### config.mk
export PLATFORM = sky130hd
export DESIGN_NAME = mem_wb_stage
export DESIGN_NICKNAME = d
export VERILOG_FILES = /design/src/rtl/mem_wb_stage.sv
export SDC_FILE = /design/constraint.sdc
export NUM_CORES = 1
export LEC_CHECK = 0
export CAP_MARGIN = 20
export CORE_MARGIN = 2
export CORE_UTILIZATION = 30
export DETAILED_ROUTE_END_ITERATION = 8
export GPL_TIMING_DRIVEN = 0
export PLACE_DENSITY = 0.59
export SLEW_MARGIN = 20
export SYNTH_ARGS = -nofsm -noshare
export SYNTH_HDL_FRONTEND = slang
export SYNTH_SLANG_ARGS = --single-unit
### constraint.sdc
create_clock -name clk -period 5.2 [get_ports clk]
set_input_delay 1.3 -clock clk [delete_from_list [all_inputs] [get_ports clk]]
set_output_delay 1.3 -clock clk [all_outputs]
set_load 0.01 [all_outputs]
### src/rtl/mem_wb_stage.sv
// mem_wb_stage: MEM/WB pipeline register. It captures the MEM-stage
// instruction, extracts load data from the aligned read word, gates the
// register-file write and counts retired instructions.
//
// Optional feature macro: WB_SUBWORD_LOAD_EN
//   defined   -> LH/LHU/LB/LBU lane extraction with sign/zero extension, and
//                halfword/byte alignment rules.
//   undefined -> every load is treated as LW (load data = RD); only word
//                alignment is checked.
//
// LoadType encoding: 0 LW, 1 LH, 2 LHU, 3 LB, 4 LBU; 5-7 behave as LW.
// The byte/halfword lane logic assumes WIDTH >= 32 (RD is one aligned word).

module mem_wb_stage #(
  parameter int WIDTH   = 32,
  parameter int REGADDR = 5
) (
  input  logic               clk,
  input  logic               rst,
  input  logic               valid_in,
  input  logic               stall,
  input  logic               flush,
  input  logic               RegWrite_in,
  input  logic               MemtoReg_in,
  input  logic [2:0]         LoadType,
  input  logic [WIDTH-1:0]   ALUResult,
  input  logic [WIDTH-1:0]   RD,
  input  logic [REGADDR-1:0] WriteReg_in,
  output logic               valid_out,
  output logic               RegWrite_out,
  output logic [REGADDR-1:0] WriteReg_out,
  output logic [WIDTH-1:0]   WBData,
  output logic               misalign_err,
  output logic [31:0]        retired
);

`ifdef WB_SUBWORD_LOAD_EN
  localparam logic [2:0] LT_LH  = 3'd1;
  localparam logic [2:0] LT_LHU = 3'd2;
  localparam logic [2:0] LT_LB  = 3'd3;
  localparam logic [2:0] LT_LBU = 3'd4;
`endif

  logic               valid_q,    valid_d;
  logic               regwrite_q, regwrite_d;
  logic               memtoreg_q, memtoreg_d;
  logic [2:0]         loadtype_q, loadtype_d;
  logic [WIDTH-1:0]   alu_q,      alu_d;
  logic [WIDTH-1:0]   rd_q,       rd_d;
  logic [REGADDR-1:0] wreg_q,     wreg_d;
  logic               misalign_q, misalign_d;
  logic [31:0]        retired_q,  retired_d;

  logic               addr_bad;
  logic               retire_now;
  logic [WIDTH-1:0]   load_data;

  // Alignment check of the incoming MEM-stage access; the flag is captured
  // together with the instruction so the WB side sees a registered value.
  always_comb begin
    addr_bad = 1'b0;
`ifdef WB_SUBWORD_LOAD_EN
    case (LoadType)
      LT_LH, LT_LHU: addr_bad = ALUResult[0];
      LT_LB, LT_LBU: addr_bad = 1'b0;
      default:       addr_bad = |ALUResult[1:0];
    endcase
`else
    addr_bad = |ALUResult[1:0];
`endif
  end

  // An instruction in WB retires on an advancing edge unless it faulted.
  assign retire_now = valid_q & ~stall & ~misalign_q;

  // Next-state of the MEM/WB register: capture when not stalled, flush wins.
  always_comb begin
    valid_d    = valid_q;
    regwrite_d = regwrite_q;
    memtoreg_d = memtoreg_q;
    loadtype_d = loadtype_q;
    alu_d      = alu_q;
    rd_d       = rd_q;
    wreg_d     = wreg_q;
    misalign_d = misalign_q;
    if (!stall) begin
      valid_d    = valid_in;
      regwrite_d = RegWrite_in;
      memtoreg_d = MemtoReg_in;
      loadtype_d = LoadType;
      alu_d      = ALUResult;
      rd_d       = RD;
      wreg_d     = WriteReg_in;
      misalign_d = valid_in & MemtoReg_in & addr_bad;
    end
    if (flush) begin
      valid_d    = 1'b0;
      misalign_d = 1'b0;
    end
    retired_d = retired_q + {31'd0, retire_now};
  end

  // MEM/WB register and retired counter, cleared asynchronously by reset.
  always_ff @(posedge clk or negedge rst) begin
    if (!rst) begin
      valid_q    <= 1'b0;
      regwrite_q <= 1'b0;
      memtoreg_q <= 1'b0;
      loadtype_q <= 3'd0;
      alu_q      <= '0;
      rd_q       <= '0;
      wreg_q     <= '0;
      misalign_q <= 1'b0;
      retired_q  <= 32'd0;
    end else begin
      valid_q    <= valid_d;
      regwrite_q <= regwrite_d;
      memtoreg_q <= memtoreg_d;
      loadtype_q <= loadtype_d;
      alu_q      <= alu_d;
      rd_q       <= rd_d;
      wreg_q     <= wreg_d;
      misalign_q <= misalign_d;
      retired_q  <= retired_d;
    end
  end

`ifdef WB_SUBWORD_LOAD_EN
  logic [7:0]  ld_byte;
  logic [15:0] ld_half;

  // Lane selection from the aligned read word, then sign/zero extension.
  always_comb begin
    case (alu_q[1:0])
      2'd0:    ld_byte = rd_q[7:0];
      2'd1:    ld_byte = rd_q[15:8];
      2'd2:    ld_byte = rd_q[23:16];
      default: ld_byte = rd_q[31:24];
    endcase
    ld_half = alu_q[1] ? rd_q[31:16] : rd_q[15:0];
    case (loadtype_q)
      LT_LH:   load_data = {{(WIDTH-16){ld_half[15]}}, ld_half};
      LT_LHU:  load_data = {{(WIDTH-16){1'b0}}, ld_half};
      LT_LB:   load_data = {{(WIDTH-8){ld_byte[7]}}, ld_byte};
      LT_LBU:  load_data = {{(WIDTH-8){1'b0}}, ld_byte};
      default: load_data = rd_q;
    endcase
  end
`else
  logic unused_loadtype;

  // Word-only loads: the read word is the load data as-is.
  always_comb begin
    load_data = rd_q;
  end

  assign unused_loadtype = ^loadtype_q;
`endif

  assign valid_out    = valid_q;
  assign WriteReg_out = wreg_q;
  assign misalign_err = misalign_q;
  assign WBData       = memtoreg_q ? load_data : alu_q;
  assign RegWrite_out = valid_q & regwrite_q & (|wreg_q) & ~misalign_q;
  assign retired      = retired_q;

endmodule

## Word-level counts from Yosys, hierarchy flattened

Index checks and enable logic that the tools add are counted.

- Bits in registers: 105
- Logic and storage cells: 26

- $add $sub $neg: 1
- Equal/unequal tests: 1
- Multiplexer cells: 5
- Bitwise gates (word level): 9
- Reductions and logical operators: 2

Operators with widths:

| kind | count |
|---|---|
| 32-bit by 1-bit adder with 32-bit output | 1 |
| 32-bit two-way mux | 1 |
| 1-bit bitwise AND | 7 |
| 5-bit OR reduction | 1 |
| 1-bit two-way mux | 4 |
| 2-bit by 1-bit != test with 1-bit output (second input constant) | 1 |
| 1-bit NOT | 2 |
| 2-bit OR reduction | 1 |

## Longest topological paths before layout

Gate-level depths: netlist (run 1).

- Word-level depth: 4
- Mapped depth: 9
- Mapped depth without buffers: 7

## Worst setup path before layout (run 1)

No wires, ideal clock.

- Kind: in2reg
- Start: input stall
- End: register retired_q[10], in the netlist retired[10]
- Setup time: 129 ps
- Data arrival time: 3146 ps
- Path slack: 1925 ps
- Cell stages on the path: 9
- Path buffers: 2
- Cell sequence: clkbuf_1 -> buf_2 -> nor3b_1 -> ha_1 -> ha_1 -> nand2_1 -> nor3_1 -> nand4_1 -> xnor2_1

- Longest elaborated chain between the ends: 4

Ends and longest elaborated chain:

| what | RTL line | source |
|---|---|---|
| from (decl) | 21 | `input logic stall,` |
| 1-bit NOT | 74 | `assign retire_now = valid_q & ~stall & ~misalign_q;` |
| 1-bit bitwise AND (2 in series) | 74 |  |
| 32-bit by 1-bit adder with 32-bit output | 100 | `retired_d = retired_q + {31'd0, retire_now};` |
| named net retired_d[10] | 52 | `logic [31:0] retired_q, retired_d;` |
| to (signal assigned) | 124 | `retired_q <= retired_d;` |
| to (decl) | 52 |  |

The timed path passes the listed nets, and every way through them passes these cells.
A chain may end at the register's enable or synchronous reset.

## Worst setup path after layout (run 1)

- Start: register memtoreg_q
- End: output WBData[12]

- Longest elaborated chain between the ends: 1

Ends and longest elaborated chain:

| what | RTL line | source |
|---|---|---|
| from (decl) | 46 | `logic memtoreg_q, memtoreg_d;` |
| from (signal assigned) | 118 | `memtoreg_q <= memtoreg_d;` |
| 32-bit two-way mux | 163 | `assign WBData = memtoreg_q ? load_data : alu_q;` |
| to (decl) | 32 | `output logic [WIDTH-1:0] WBData,` |

Every way passes these cells.

==> impl_metrics.toml, run 1 <==
[status]
run_status = "finished, final reports clean"

[layout]
ff_latch_area_um2 = 2630
final_common_cell = "clkdlybuf4s50_1"
design_area_um2 = 6640
drive_gt1_share_pct = 27.5
fill_cells = 1385
final_nets = 564
area_delta_synth_final_pct = 43.8
multi_input_area_um2 = 1940
layout_common_cells = "clkdlybuf4s50_1, dfrtp_1, mux2_2"
antenna_cells = 0

[synth]
synth_nets = 406
yosysWarnings = 0
yosys.cell_types.count = 27
ys_seq_area_share_pct = 56.9
synthTopCellsByArea = "dfrtp_1, mux2_2, xnor2_1, xor2_1, nor4_4"
yosysTopAreaCellShare_pct = 56.9
synth_cells = 324
synth_area_per_cell_um2 = 14.3
synth.cell_area_um2 = 4620
ys_ff_latch = 105
synth_top_area_cell = "dfrtp_1"

[sta]
fin_skew_ps = 6.51
finalMaxSlewViolations = 0
hold_viol = 0
slew_headroom_pct = 41.7
fin_crit_ps = 3730
setup_ws_ps = 1470
setup_violations = 0
max_freq_mhz = 268
rsz0062_at_grt = "false"
whs_ps = 484
fin_crit_sh_pct = 71.8
final.setup.tns_ps = 0
worstMarginPinSlew_ps = 868

[critical_path]
reg2reg_slack_ps = 2770
cp_max_fo = 10
cp_common_cell = "clkbuf_1"
crit_slowest_cell = "clkbuf_1"
arrival_ps = 2430
r2r_cells = 7
critical_path_class = "flip-flop to primary output"
reg2reg_to = "retired[30]"
slowest_delay_ps = 540
endpoint_kind = "primary output"
rr_startpoint = "valid_out"
cp.required_ps = 3900
cp_cell_sequence = "clkbuf_1 > clkbuf_1 > mux2_2 > clkdlybuf4s50_1"
start_kind = "flip-flop"

[clock_network]
worstSkewPairLatency_ps = 340
postCtsHoldBufs = 0
htree_num_levels = 3
clkSlewWorstSetupHoldPaths_ps = 70
clockBufferDepth = 2
postCtsSetupBuffers = 0
cts.sinks = 105
ctsResizeCount = 0
cts-root-buf = "clkbuf_16"
cts_tree = "yes"
numCtsBuffers = 9

[global_routing]
antenna_found_initial = 0
grt_pass1_vias = 3346
grt_max_degree = 55
grt_usage_pct = 14.0
grt-ovfl-total = 0
grt_pass1_wl_um = 17700

[detailed_routing]
ant_nets = 0
postRouteWirelength_um = 11100
drtPass1Iterations = 4
wl_per_cell_um = 16.4
viasPerCell = 4.67
drtIter0Drc = 88
vias = 3149
drc = 0

[floorplanning]
die_h_um = 128
rows = 45
io_pins = 151
start_util_pct = 30.5
dieArea_um2 = 16400
core_um2 = 15100
die_w_um = 128

[place]
io_buffer_count = 146
dp_hpwl_um = 8150
placedInstanceArea_um2 = 6340
dp_slack_ps = 1250
gp_congestion = 0.743

[worst_hold_path]
holdCritStartpoint = "retired[29]"
min_to = "retired[29]"
holdPathStages = 1
hp-class = "flip-flop to flip-flop"

[run]
drv_cap = 0

[power]
p_per_area_nw_per_um2 = 300
p_leak_nw = 2.77
ir_drop_v = 0.000137
sequential cells by signal, summed over array words and instances, names as in the netlist:
register and cells:
load_data 32, WriteReg_out 5, alu_q 32, memtoreg_q 1, regwrite_q 1, misalign_err 1
valid_out 1, retired 32
logic make-up (layout without fill, tap and decap cells):
family / count (synthesis) / count (layout) / synth area share, %
flip-flops: 105 / 105 / 56.9
multiplexers: 104 / 104 / 25.3
AND/OR/NAND/NOR: 66 / 66 / 9.72
XOR/XNOR: 30 / 30 / 5.69
buffers and inverters: 13 / 176 / 1.19
adder cells (fa/ha/maj): 3 / 3 / 0.813
AO/OA/AOI/OAI: 3 / 3 / 0.379
cell type report:
type / count / share of cell area, %
Sequential cell: 105 / 39.6
Multi-Input combinational cell: 206 / 29.2
Timing Repair Buffer: 147 / 22.4
Clock buffer: 11 / 3.65
Tap cell: 188 / 3.54
Clock inverter: 5 / 0.829
Buffer: 12 / 0.772
Inverter: 1 / 0.0565
through the flow:
step	utilization (%)	power (W)	std cells
5_1_grt	43.9	0.00209	675
2_1_floorplan	-	0.00110	324
4_1_cts	43.9	0.00203	675
3_5_place_dp	41.9	0.00133	659
3_3_place_gp	41.7	0.00132	658
6_report	43.9	0.00200	675
routing by layer:
metal  part of all wire [%]  wire [µm]  up-vias  global-route usage (%)
li1                       -          -     1478                       -
met1                     44       4850     1577                    18.1
met2                     49       5400       82                    22.4
met4                    1.7        190        0                    5.82
met3                    5.6        614       12                    3.55
met5                      0          0        -                       0
worst max-delay path: cells and delay by family, from the launching register on:
family	cells	cell delay (ps)
buf+inv	3	1350
mux	1	410
flops	1	320
synth_stat cells:
library cell	instances
xnor2_1	19
mux2i_1	1
and4_1	3
mux2_2	103
nor2_1	8
nor4_1	1
and4_4	1
or3_4	1
o211ai_1	1
ha_1	3
nand3_4	1
a21oi_1	2
and3_2	1
and3_1	3
buf_2	5
nand3b_1	1
clkbuf_1	7
nand2_1	13
dfrtp_1	105
nand4_4	1
xor2_1	11
inv_1	1
nor3_1	7
nand4_1	12
nand3_1	8
nor3b_1	1
nor4_4	4
where the power goes:
part | total, W | internal, W | leakage [nW] | switching, W
Clock | 0.000683 | 0.000385 | 0.142 | 0.000298
Combinational | 0.000375 | 0.000240 | 1.34 | 0.000134
Sequential | 0.000938 | 0.000888 | 1.29 | 0.0000503
worst max-delay path by stage:
| stage | to | start | cells after the start | slack, ps |
|---|---|---|---|---|
| 5_1_grt | WBData[2] | memtoreg_q | 4 | 1300 |
| 3_5_place_dp | retired[10] | stall | 9 | 1250 |
| 6_report | WBData[12] | memtoreg_q | 4 | 1470 |
| 2_1_floorplan | retired[10] | stall | 9 | 1920 |
| 3_3_place_gp | alu_q[11] | rst | 1 | -1240 |
| 4_1_cts | WBData[8] | memtoreg_q | 4 | 1390 |
No activity file was read; power rests on OpenSTA's default activity.
==> inputs of run 2 (changes only) <==
- clock period: 5.2 -> 3.61 ns (I/O delays scaled with it)
==> results of run 2 <==
The final DEF is identical to that of run 1. Status: finished, final reports clean.
Among the figures that moved: setup slack after placement 1250 ps -> 61.3 ps; setup slack after layout 1470 ps -> 274 ps; register-to-register setup slack 2770 ps -> 1180 ps; total power 0.00200 W -> 0.00287 W; worst IR drop on VDD 0.000137 V -> 0.000198 V
==> inputs of run 3 (changes only) <==
- CORE_UTILIZATION: 30 -> 46
- PLACE_DENSITY: 0.59 -> 0.9
- clock period: 3.61 -> 3.6 ns (I/O delays scaled with it)
==> run 3 against run 2 <==
Effect of this change: sequential share of layout area is 1.1 points higher; critical endpoint is now WBData[9]; cell area is 2.6% lower; wire length is 0.47% higher; clock power is 28% lower; via count is 2.4% higher; hold slack worse by 100 ps; largest cell class unchanged; worst setup slack better by 30 ps; clock skew hardly changed.
==> impl_metrics.toml, run 3 (synthesis results as in run 1) <==
[status]
run_status = "finished, final reports clean"

[sta]
setup_ws_ps = 304
fin_crit_sh_pct = 91.5
rsz0062_at_grt = "false"
finalMaxSlewViolations = 0
fin_crit_ps = 3300
max_freq_mhz = 303
whs_ps = 380
hold_viol = 0
fin_skew_ps = 6.83
worstMarginPinSlew_ps = 823
setup_violations = 0
slew_headroom_pct = 44.7
final.setup.tns_ps = 0

[global_routing]
grt_max_degree = 79
grt-ovfl-total = 0
grt_pass1_vias = 3453
antenna_found_initial = 0
grt_pass1_wl_um = 17800
grt_usage_pct = 20.9

[floorplanning]
die_h_um = 104
core_um2 = 9770
rows = 36
dieArea_um2 = 10900
start_util_pct = 47.3
io_pins = 151
die_w_um = 104

[power]
seqPwrFrac_pct = 51.8
ir_drop_v = 0.000226
p_total_w = 0.00261
p_per_area_nw_per_um2 = 404
pwr-share-comb_pct = 20.9
p_leak_nw = 2.73
p_sw_share_pct = 25.6
power_frac_clock_pct = 27.3
intPower_w = 0.00194
switching_power_w = 0.000669

[place]
dp_hpwl_um = 8370
gp_congestion = 0.791
dp_slack_ps = 20.2
io_buffer_count = 146
placedInstanceArea_um2 = 6280

[layout]
fill_cells = 738
design_area_um2 = 6470
antenna_cells = 0
layout_common_cells = "clkdlybuf4s50_1, dfrtp_1, mux2_2"
final_nets = 564
area_delta_synth_final_pct = 40.0
final_common_cell = "clkdlybuf4s50_1"
drive_gt1_share_pct = 27.5

[clock_network]
postCtsHoldBufs = 0
ctsResizeCount = 0
clkSlewWorstSetupHoldPaths_ps = 90
worstSkewPairLatency_ps = 370
numCtsBuffers = 9
cts-root-buf = "clkbuf_8"
cts_tree = "yes"
postCtsSetupBuffers = 0
htree_num_levels = 3
clockBufferDepth = 2
cts.sinks = 105

[critical_path]
critical_path_class = "flip-flop to primary output"
cp_max_fo = 10
endpoint_kind = "primary output"
cp.required_ps = 2700
arrival_ps = 2400
start_kind = "flip-flop"

[worst_hold_path]
hp-class = "primary input to asynchronous set/reset pin"

[detailed_routing]
viasPerCell = 5.20
vias = 3224
drc = 0
ant_nets = 0
wl_per_cell_um = 17.9
drtIter0Drc = 139
postRouteWirelength_um = 11100
drtPass1Iterations = 4

[run]
drv_cap = 0
run 3: cell types whose count changed in the layout (fill, tap and decap cells not counted), sizes merged:
cell,previous run,this run
clkbuf,18,20
bufinv,1,0
inv,1,2
clkinvlp,2,0
run 3: layer usage:
layer | GRT usage, % | vias up | part of all wire, %
met5 | 0 | - | 0
met1 | 25.0 | 1619 | 40
met3 | 4.95 | 19 | 4.7
li1 | - | 1480 | -
met4 | 8.20 | 0 | 2.4
met2 | 36.3 | 106 | 53
run 3: power by group through the flow:
stage	logic (W)	registers (W)	clock network [W]
6_report	0.000546	0.00135	0.000712
5_1_grt	0.000580	0.00137	0.000784
3_5_place_dp	0.000552	0.00138	0
2_1_floorplan	0.000222	0.00137	0
4_1_cts	0.000556	0.00135	0.000724
3_3_place_gp	0.000533	0.00137	0
run 3: worst max-delay path: stages, from the launching register on:
cell and delay [ps]:
dfrtp_1 330, clkbuf_1 260, clkbuf_1 520, mux2_2 410, clkdlybuf4s50_1 500
run 3: metrics by stage:
step                utilization [%]  std cells
floorplan                         -        324
global placement               63.9        603
detailed placement             64.2        604
CTS                            66.2        620
global route                   66.2        620
finish                         66.2        620
run 3: area by class of cell:
cell class | count | area, µm² | area share (%)
buffer | 12 | 51.3 | 0.793
tap | 133 | 166 | 2.57
clock buffer | 13 | 169 | 2.61
inverter | 1 | 3.75 | 0.0580
sequential | 105 | 2630 | 40.6
multi-input combinational | 206 | 1940 | 29.9
clock inverter | 3 | 22.5 | 0.348
timing repair buffer | 147 | 1490 | 23.0
run 3: worst paths after layout:
path                              start  cells after the start  slack, ps               to
hold / removal                      rst                      1        380       retired[2]
setup / recovery             memtoreg_q                      4        300        WBData[9]
max in group asynchronous           rst                      2       2570  WriteReg_out[0]
min in group clk            retired[31]                      1        480      retired[31]
setup reg to reg           misalign_err                      7       1070      retired[28]
hold reg to reg             retired[31]                      1        480      retired[31]
